--- config.mk ---
export PLATFORM = sky130hd
export DESIGN_NAME = i2c_slave_bit_controller
export DESIGN_NICKNAME = d
export VERILOG_FILES = /design/src/rtl/i2c_slave_bit_controller.sv
export SDC_FILE = /design/constraint.sdc
export NUM_CORES = 1
export LEC_CHECK = 0
export BUFFER_PORTS_ARGS = -buffer_cell sky130_fd_sc_hd__buf_2
export CORE_UTILIZATION = 50
export CTS_CLUSTER_SIZE = 14
export DETAILED_ROUTE_END_ITERATION = 8
export MAX_ROUTING_LAYER = met4
export PLACE_DENSITY_LB_ADDON = 0.12
export SYNTH_ARGS = -nofsm -noshare
export SYNTH_HDL_FRONTEND = slang
export SYNTH_SLANG_ARGS = --single-unit
--- constraint.sdc ---
create_clock -name clk -period 1.9 [get_ports clk]
set_input_delay 0.38 -clock clk [delete_from_list [all_inputs] [get_ports clk]]
set_output_delay 0.38 -clock clk [all_outputs]
set_load 0.01 [all_outputs]
--- src/rtl/i2c_slave_bit_controller.sv ---
// I2C slave byte sequencer: START/STOP detection, address match, byte shift in/out, ACK drive.
// Optional macro I2C_SLAVE_GENCALL_EN makes the general-call address (7'h00, write) match as well.
module i2c_slave_bit_controller #(
   parameter logic [6:0] SLAVE_ADDR = 7'h27
) (
   input  logic       clk,
   input  logic       reset,
   input  logic       scl_f,
   input  logic       sda_f,
   input  logic       scl_pe,
   input  logic       scl_ne,
   input  logic       sda_pe,
   input  logic       sda_ne,
   input  logic [7:0] tx_data,
   output logic       sda_drive,
   output logic       busy,
   output logic       start_det,
   output logic       stop_det,
   output logic       addr_hit,
   output logic       rw,
   output logic [7:0] rx_data,
   output logic       rx_valid,
   output logic       tx_req,
   output logic       nack_rx
);

   typedef enum logic [2:0] {
      IDLE, ADDR, ACK_ADDR, WR_DATA, WR_ACK, RD_DATA, RD_ACK, WAIT_STOP
   } state_t;

   state_t     r_state;
   logic [2:0] r_bit_cnt;
   logic [7:0] r_shift;
   logic       r_pend;

   logic       w_cond;
   logic       w_start;
   logic       w_stop;
   logic       w_last;
   logic       w_gc;
   logic       w_match;
   logic [7:0] w_shift_in;

   assign w_cond     = scl_f & ~scl_ne;
   assign w_start    = w_cond & sda_ne;
   assign w_stop     = w_cond & sda_pe;
   assign w_shift_in = {r_shift[6:0], sda_f};
   assign w_last     = (r_bit_cnt == 3'd7);

`ifdef I2C_SLAVE_GENCALL_EN
   assign w_gc = (w_shift_in == 8'h00);
`else
   assign w_gc = 1'b0;
`endif

   assign w_match = (w_shift_in[7:1] == SLAVE_ADDR) | w_gc;

   // r_pend marks "byte finished, act on the next SCL falling edge"
   always_ff @(posedge clk or posedge reset) begin
      if (reset) begin
         r_state   <= IDLE;
         r_bit_cnt <= 3'd0;
         r_shift   <= 8'h00;
         r_pend    <= 1'b0;
         sda_drive <= 1'b0;
         busy      <= 1'b0;
         start_det <= 1'b0;
         stop_det  <= 1'b0;
         addr_hit  <= 1'b0;
         rw        <= 1'b0;
         rx_data   <= 8'h00;
         rx_valid  <= 1'b0;
         tx_req    <= 1'b0;
         nack_rx   <= 1'b0;
      end else begin
         start_det <= 1'b0;
         stop_det  <= 1'b0;
         addr_hit  <= 1'b0;
         rx_valid  <= 1'b0;
         tx_req    <= 1'b0;
         nack_rx   <= 1'b0;
         if (w_start) begin
            start_det <= 1'b1;
            busy      <= 1'b1;
            r_state   <= ADDR;
            r_bit_cnt <= 3'd0;
            r_pend    <= 1'b0;
            sda_drive <= 1'b0;
         end else if (w_stop) begin
            stop_det  <= 1'b1;
            busy      <= 1'b0;
            r_state   <= IDLE;
            r_pend    <= 1'b0;
            sda_drive <= 1'b0;
         end else begin
            case (r_state)
               ADDR: begin
                  if (scl_pe && !r_pend) begin
                     r_shift   <= w_shift_in;
                     r_bit_cnt <= r_bit_cnt + 3'd1;
                     if (w_last) begin
                        if (w_match) begin
                           addr_hit <= 1'b1;
                           rw       <= w_shift_in[0];
                           tx_req   <= w_shift_in[0];
                           r_pend   <= 1'b1;
                        end else begin
                           sda_drive <= 1'b0;
                           r_state   <= WAIT_STOP;
                        end
                     end
                  end else if (scl_ne && r_pend) begin
                     r_pend    <= 1'b0;
                     sda_drive <= 1'b1;
                     r_state   <= ACK_ADDR;
                  end
               end
               ACK_ADDR: begin
                  if (scl_ne) begin
                     if (rw) begin
                        r_shift   <= tx_data;
                        sda_drive <= ~tx_data[7];
                        r_state   <= RD_DATA;
                     end else begin
                        sda_drive <= 1'b0;
                        r_state   <= WR_DATA;
                     end
                  end
               end
               WR_DATA: begin
                  if (scl_pe && !r_pend) begin
                     r_shift   <= w_shift_in;
                     r_bit_cnt <= r_bit_cnt + 3'd1;
                     if (w_last) begin
                        rx_data  <= w_shift_in;
                        rx_valid <= 1'b1;
                        r_pend   <= 1'b1;
                     end
                  end else if (scl_ne && r_pend) begin
                     r_pend    <= 1'b0;
                     sda_drive <= 1'b1;
                     r_state   <= WR_ACK;
                  end
               end
               WR_ACK: begin
                  if (scl_ne) begin
                     sda_drive <= 1'b0;
                     r_state   <= WR_DATA;
                  end
               end
               RD_DATA: begin
                  if (scl_pe && !r_pend) begin
                     r_bit_cnt <= r_bit_cnt + 3'd1;
                     if (w_last) r_pend <= 1'b1;
                  end else if (scl_ne) begin
                     if (r_pend) begin
                        r_pend    <= 1'b0;
                        sda_drive <= 1'b0;
                        r_state   <= RD_ACK;
                     end else begin
                        r_shift   <= {r_shift[6:0], 1'b0};
                        sda_drive <= ~r_shift[6];
                     end
                  end
               end
               RD_ACK: begin
                  if (scl_pe && !r_pend) begin
                     if (!sda_f) begin
                        tx_req <= 1'b1;
                        r_pend <= 1'b1;
                     end else begin
                        nack_rx   <= 1'b1;
                        sda_drive <= 1'b0;
                        r_state   <= WAIT_STOP;
                     end
                  end else if (scl_ne && r_pend) begin
                     r_pend    <= 1'b0;
                     r_shift   <= tx_data;
                     sda_drive <= ~tx_data[7];
                     r_state   <= RD_DATA;
                  end
               end
               IDLE, WAIT_STOP: begin
                  sda_drive <= 1'b0;
               end
               default: r_state <= IDLE;
            endcase
         end
      end
   end

endmodule
# After elaboration in Yosys (flattened, before gate mapping)

Index checks and enable logic that the tools add are counted.

Output and inout port bits: 17
Flip-flop bits (word level): 31
Input port bits: 16
Logic and storage cells: 165

Muxes and demuxes: 89
Eq/ne operators: 33
Add/subtract/negate cells: 1
Bitwise operators: 8
Reduce and logical (&&, ||, !) cells: 20

Operators by type and width:

| cell                 | count |
|---|---|
| $mux W3              | 21 |
| $mux W7              | 8 |
| $mux W1              | 55 |
| $ne A5 B5 Y1 const B | 8 |
| $ne A4 B4 Y1 const B | 7 |
| $pmux W7 S4          | 1 |
| $pmux W3 S6          | 1 |
| $ne A2 B2 Y1 const B | 8 |
| $eq A3 B3 Y1 const B | 5 |
| $reduce_and A13 Y1   | 1 |
| $reduce_and A11 Y1   | 1 |
| $reduce_and A5 Y1    | 2 |
| $reduce_and A9 Y1    | 1 |
| $reduce_bool A8 Y1   | 1 |
| $eq A7 B6 Y1 const B | 1 |
| $pmux W1 S7          | 1 |
| $eq A3 B2 Y1 const B | 2 |
| $reduce_and A6 Y1    | 1 |
| $reduce_bool A2 Y1   | 3 |
| $reduce_bool A6 Y1   | 1 |
| $not A1 Y1           | 5 |
| $pmux W1 S4          | 1 |
| $reduce_bool A4 Y1   | 1 |
| $reduce_or A2 Y1     | 2 |
| 10 further kinds     | 13 |

# Logic depth before layout (Yosys ltp)

Depth after elaboration: 7
Gate-level depth with buffers: 7
Gate-level depth less buffers: 7

# Worst setup path before layout

Ideal clock, no wire load.

Kind: reg-to-reg
From: reg r_bit_cnt[0]
To: reg r_state[0]
Library setup time: 0.131 ns
Path slack: 0.146 ns
Clock period less this slack: 1.754 ns
Required time: 1.769 ns
Cell stages (with the launch flop): 8
Buffers on the path: 0
Data arrival time: 1.624 ns
Cells stage by stage: dfrtp_1 ha_1 ha_1 nor4b_2 nand2_1 a31oi_2 a21oi_1 mux2i_1

Longest elaborated chain between the ends: 3

Ends and longest elaborated chain:

| item                                | line | RTL |
|---|---|---|
| start, declared                     | 32   | `logic [2:0] r_bit_cnt;` |
| start signal, assigned              | 100  | `r_bit_cnt <= r_bit_cnt + 3'd1;` |
| start signal, assigned              | 133  | `r_bit_cnt <= r_bit_cnt + 3'd1;` |
| start signal, assigned              | 153  | `r_bit_cnt <= r_bit_cnt + 3'd1;` |
| $eq A3 B3 Y1                        | 48   | `assign w_last = (r_bit_cnt == 3'd7);` |
| $ne A5 B5 Y1 (no source line)       | --   |  |
| $reduce_and A13 Y1 (no source line) | --   |  |
| end signal, assigned                | 61   | `r_state <= IDLE;` |
| end signal, assigned                | 85   | `r_state <= ADDR;` |
| end signal, assigned                | 92   | `r_state <= IDLE;` |
| end, declared                       | 31   | `state_t r_state;` |

No other way between the ends.
A chain may end at the register's enable or synchronous reset.

# Worst setup path in the final report

Same ends and word-level chain as after synthesis.

==> results.yml <==
outcome:
  status: "completed"
floorplanning:
  dieHeight_um: 62.7
  dieArea_um2: 3940
  core_um2: 3440
  io_pins: 33
  rows: 21
  start_util: 0.536
  die_w_um: 62.7
drt:
  drc: 0
  drt_wl_total_mm: 4.78
  dr.pass1.iters: 4
  via_per_inst: 5.89
  first_iter_violations: 117
  postRouteAntennaNets: 0
  vias: 1644
  avgRoutedWirePerCell_um: 17.1
timing:
  period_share: 0.977
  setup_viol: 0
  hold_violations: 0
  skew_ns: 0.00858
  whs_ns: 0.128
  slew_headroom: 0.641
  fmax_mhz: 539
  min_period_ns: 1.86
  tightest_slew_ns: 0.536
  slew_viol_final: 0
setup_path:
  rr_worst_depth: 7
  rrSetupSlack_ns: 0.04
  path_delay_family: "simple AND/OR/NAND/NOR gates"
  path_cells: "ha_1 -> ha_2 -> nor4b_4 -> nand2_2 -> a31oi_4 -> a21oi_1 -> mux2i_1"
  cp_max_fo: 5
  crit_path_end_kind: "register"
  required_ns: 2.06
  cp-start-kind: "register"
  regToRegStartpoint: "r_bit_cnt[0]"
  cp_num_buf_inv: 0
  crit_path_top_delay_cell: "dfrtp_1"
  cp.arrival_ns: 2.01
  max_stage_delay_ns: 0.40
  rr_endpoint: "r_state[0]"
  worstSetupPathType: "reg -> reg"
final_layout:
  layout.cells.non_filler: 279
  final_nets: 250
  syn_to_final_growth_pct: 28.8
  final_core_util: 0.690
  multi_input_area_um2: 1020
  layout-drive-gt1-share: 0.468
  diodes: 0
  seqCellArea_um2: 777
  n_fill_cell: 282
clocking:
  ctsRootBufferMaster: "clkbuf_8"
  tritoncts: "yes"
  cts_buffers: 5
  htreeDepth: 2
  clk_latency_ns: 0.28
  clock_path_buffers: 2
  cts_sinks: 31
  cts_hold_buf: 0
  clk_pin_slew_worst_paths_ns: 0.07
synth:
  yosysTopAreaCell: "dfrtp_1"
  synthTopCellsByCount: "31 x dfrtp_1, 22 x mux2_2, 12 x nand2_1, 11 x nor2_1, 9 x o21ai_0"
  synth_nets: 191
  post-synth-top-area-fraction: 0.421
  synth.mux.area_fraction: 0.151
  ys_warn_count: 0
  synthAdderAreaFrac: 0.0136
  syn_inst: 173
  synth_compound_area_frac: 0.198
  synth_top_family_by_area: "compound AO/OA/AOI/OAI gates"
  yosys.cell_types.count: 54
  synth.top_cells.by_area: "dfrtp_1 42%, mux2_2 13%, o21ai_0 2.4%"
  dominantRegCellSynth: "dfrtp_1"
  avgSynthCellArea_um2: 10.7
  ys_ff_latch: 31
  synth_xor_area_frac: 0.00475
  syn-cell-area_um2: 1840
  synth-seq-area-share: 0.421
  synth_enable_flop_cells: 0
  yosys.area_share.simple: 0.159
  synthArstFlopShare: 1.00
  synth.most_common_cell: "dfrtp_1"
placement:
  placed_cells: 270
  gp_congestion: 0.914
  post-dp-hpwl_mm: 3.55
  port_buffers: 32
global_route:
  grt.total_usage: 0.265
  grt_pass1_wl_mm: 7.80
  grt_pass1_vias: 1625
  grt_overflow: 0
  grt_max_degree: 21
  antenna_found_initial: 0
power_and_ir_drop:
  p_leak_nw: 1.16
  vdd_drop_max_v: 0.00109
  power_density_nw_per_um2: 1440
  p_total_mw: 3.42
hold_path:
  hold_class: "in -> async"
run:
  cap_violations: 0
report_power, final:
part	internal, mW	switching [mW]
logic	0.933	0.889
clock network	0.330	0.229
registers	0.825	0.219
total	2.09	1.34
worst max path at each step:
stage	endpoint	depth (start not counted)	startpoint	slack [ns]
2_1_floorplan	r_state[0]	7	r_bit_cnt[0]	0.15
3_3_place_gp	r_pend	5	r_state[2]	-0.10
3_5_place_dp	r_pend	7	r_bit_cnt[0]	0.01
4_1_cts	r_state[0]	7	r_bit_cnt[0]	0.04
5_1_grt	r_state[2]	7	r_bit_cnt[0]	-0.02
6_report	r_state[0]	7	r_bit_cnt[0]	0.04
placed cells by master, fill, tap and decap left out, types with 3 or more instances in the layout:
cell / count
dfrtp_1: 30
nor2_1: 11
buf_4: 28
nand2b_1: 3
nor3_1: 3
inv_1: 6
buf_2: 32
mux2_2: 22
a21oi_1: 8
nor2b_1: 4
nand2_1: 10
clkbuf_8: 7
o2bb2ai_1: 3
o21ai_0: 8
stage by stage:
step                setup WS [ns]  setup TNS, ns  cell area (µm²)
CTS                        0.0353              0             2320
global placement           -0.100         -0.100             2210
finish                     0.0444              0             2370
global route              -0.0191        -0.0280             2370
detailed placement        0.00958              0             2210
floorplan                   0.146              0             1840
metal layers:
layer | part of all wire | track usage | wire [µm] | vias to the layer above
met5 | 0 | - | 0 | -
met4 | 0.0082 | 0.0785 | 39 | 0
met3 | 0.060 | 0.0566 | 289 | 4
met2 | 0.51 | 0.438 | 2430 | 76
met1 | 0.42 | 0.325 | 2020 | 798
li1 | - | - | - | 766
cell type report:
class,count,area share
multi-input cells,126,0.431
flip-flops and latches,31,0.327
inverters,7,0.0111
repair buffers,61,0.164
clock buffers,8,0.0421
well taps,46,0.0242
flip-flops by register name, summed over array words and instances, names as in the netlist, 3 cells and up:
register   flops
rx_data        8
r_bit_cnt      3
r_state        3
r_shift        7
kinds of logic (layout without fill, tap and decap cells):
logic type,after synthesis,count (layout)
mux,25,25
flops,31,31
xor+xnor,1,1
fa+ha+maj,2,2
simple gates,49,49
buf+inv,16,76
compound gates,49,49
timing repair:
action	CTS	global route
setup buffers	0	1
setup endpoints to repair	2	12
pin swaps	0	3
hold endpoints to repair	0	0
resized for setup	2	10
(Power assumes the default switching activity.)
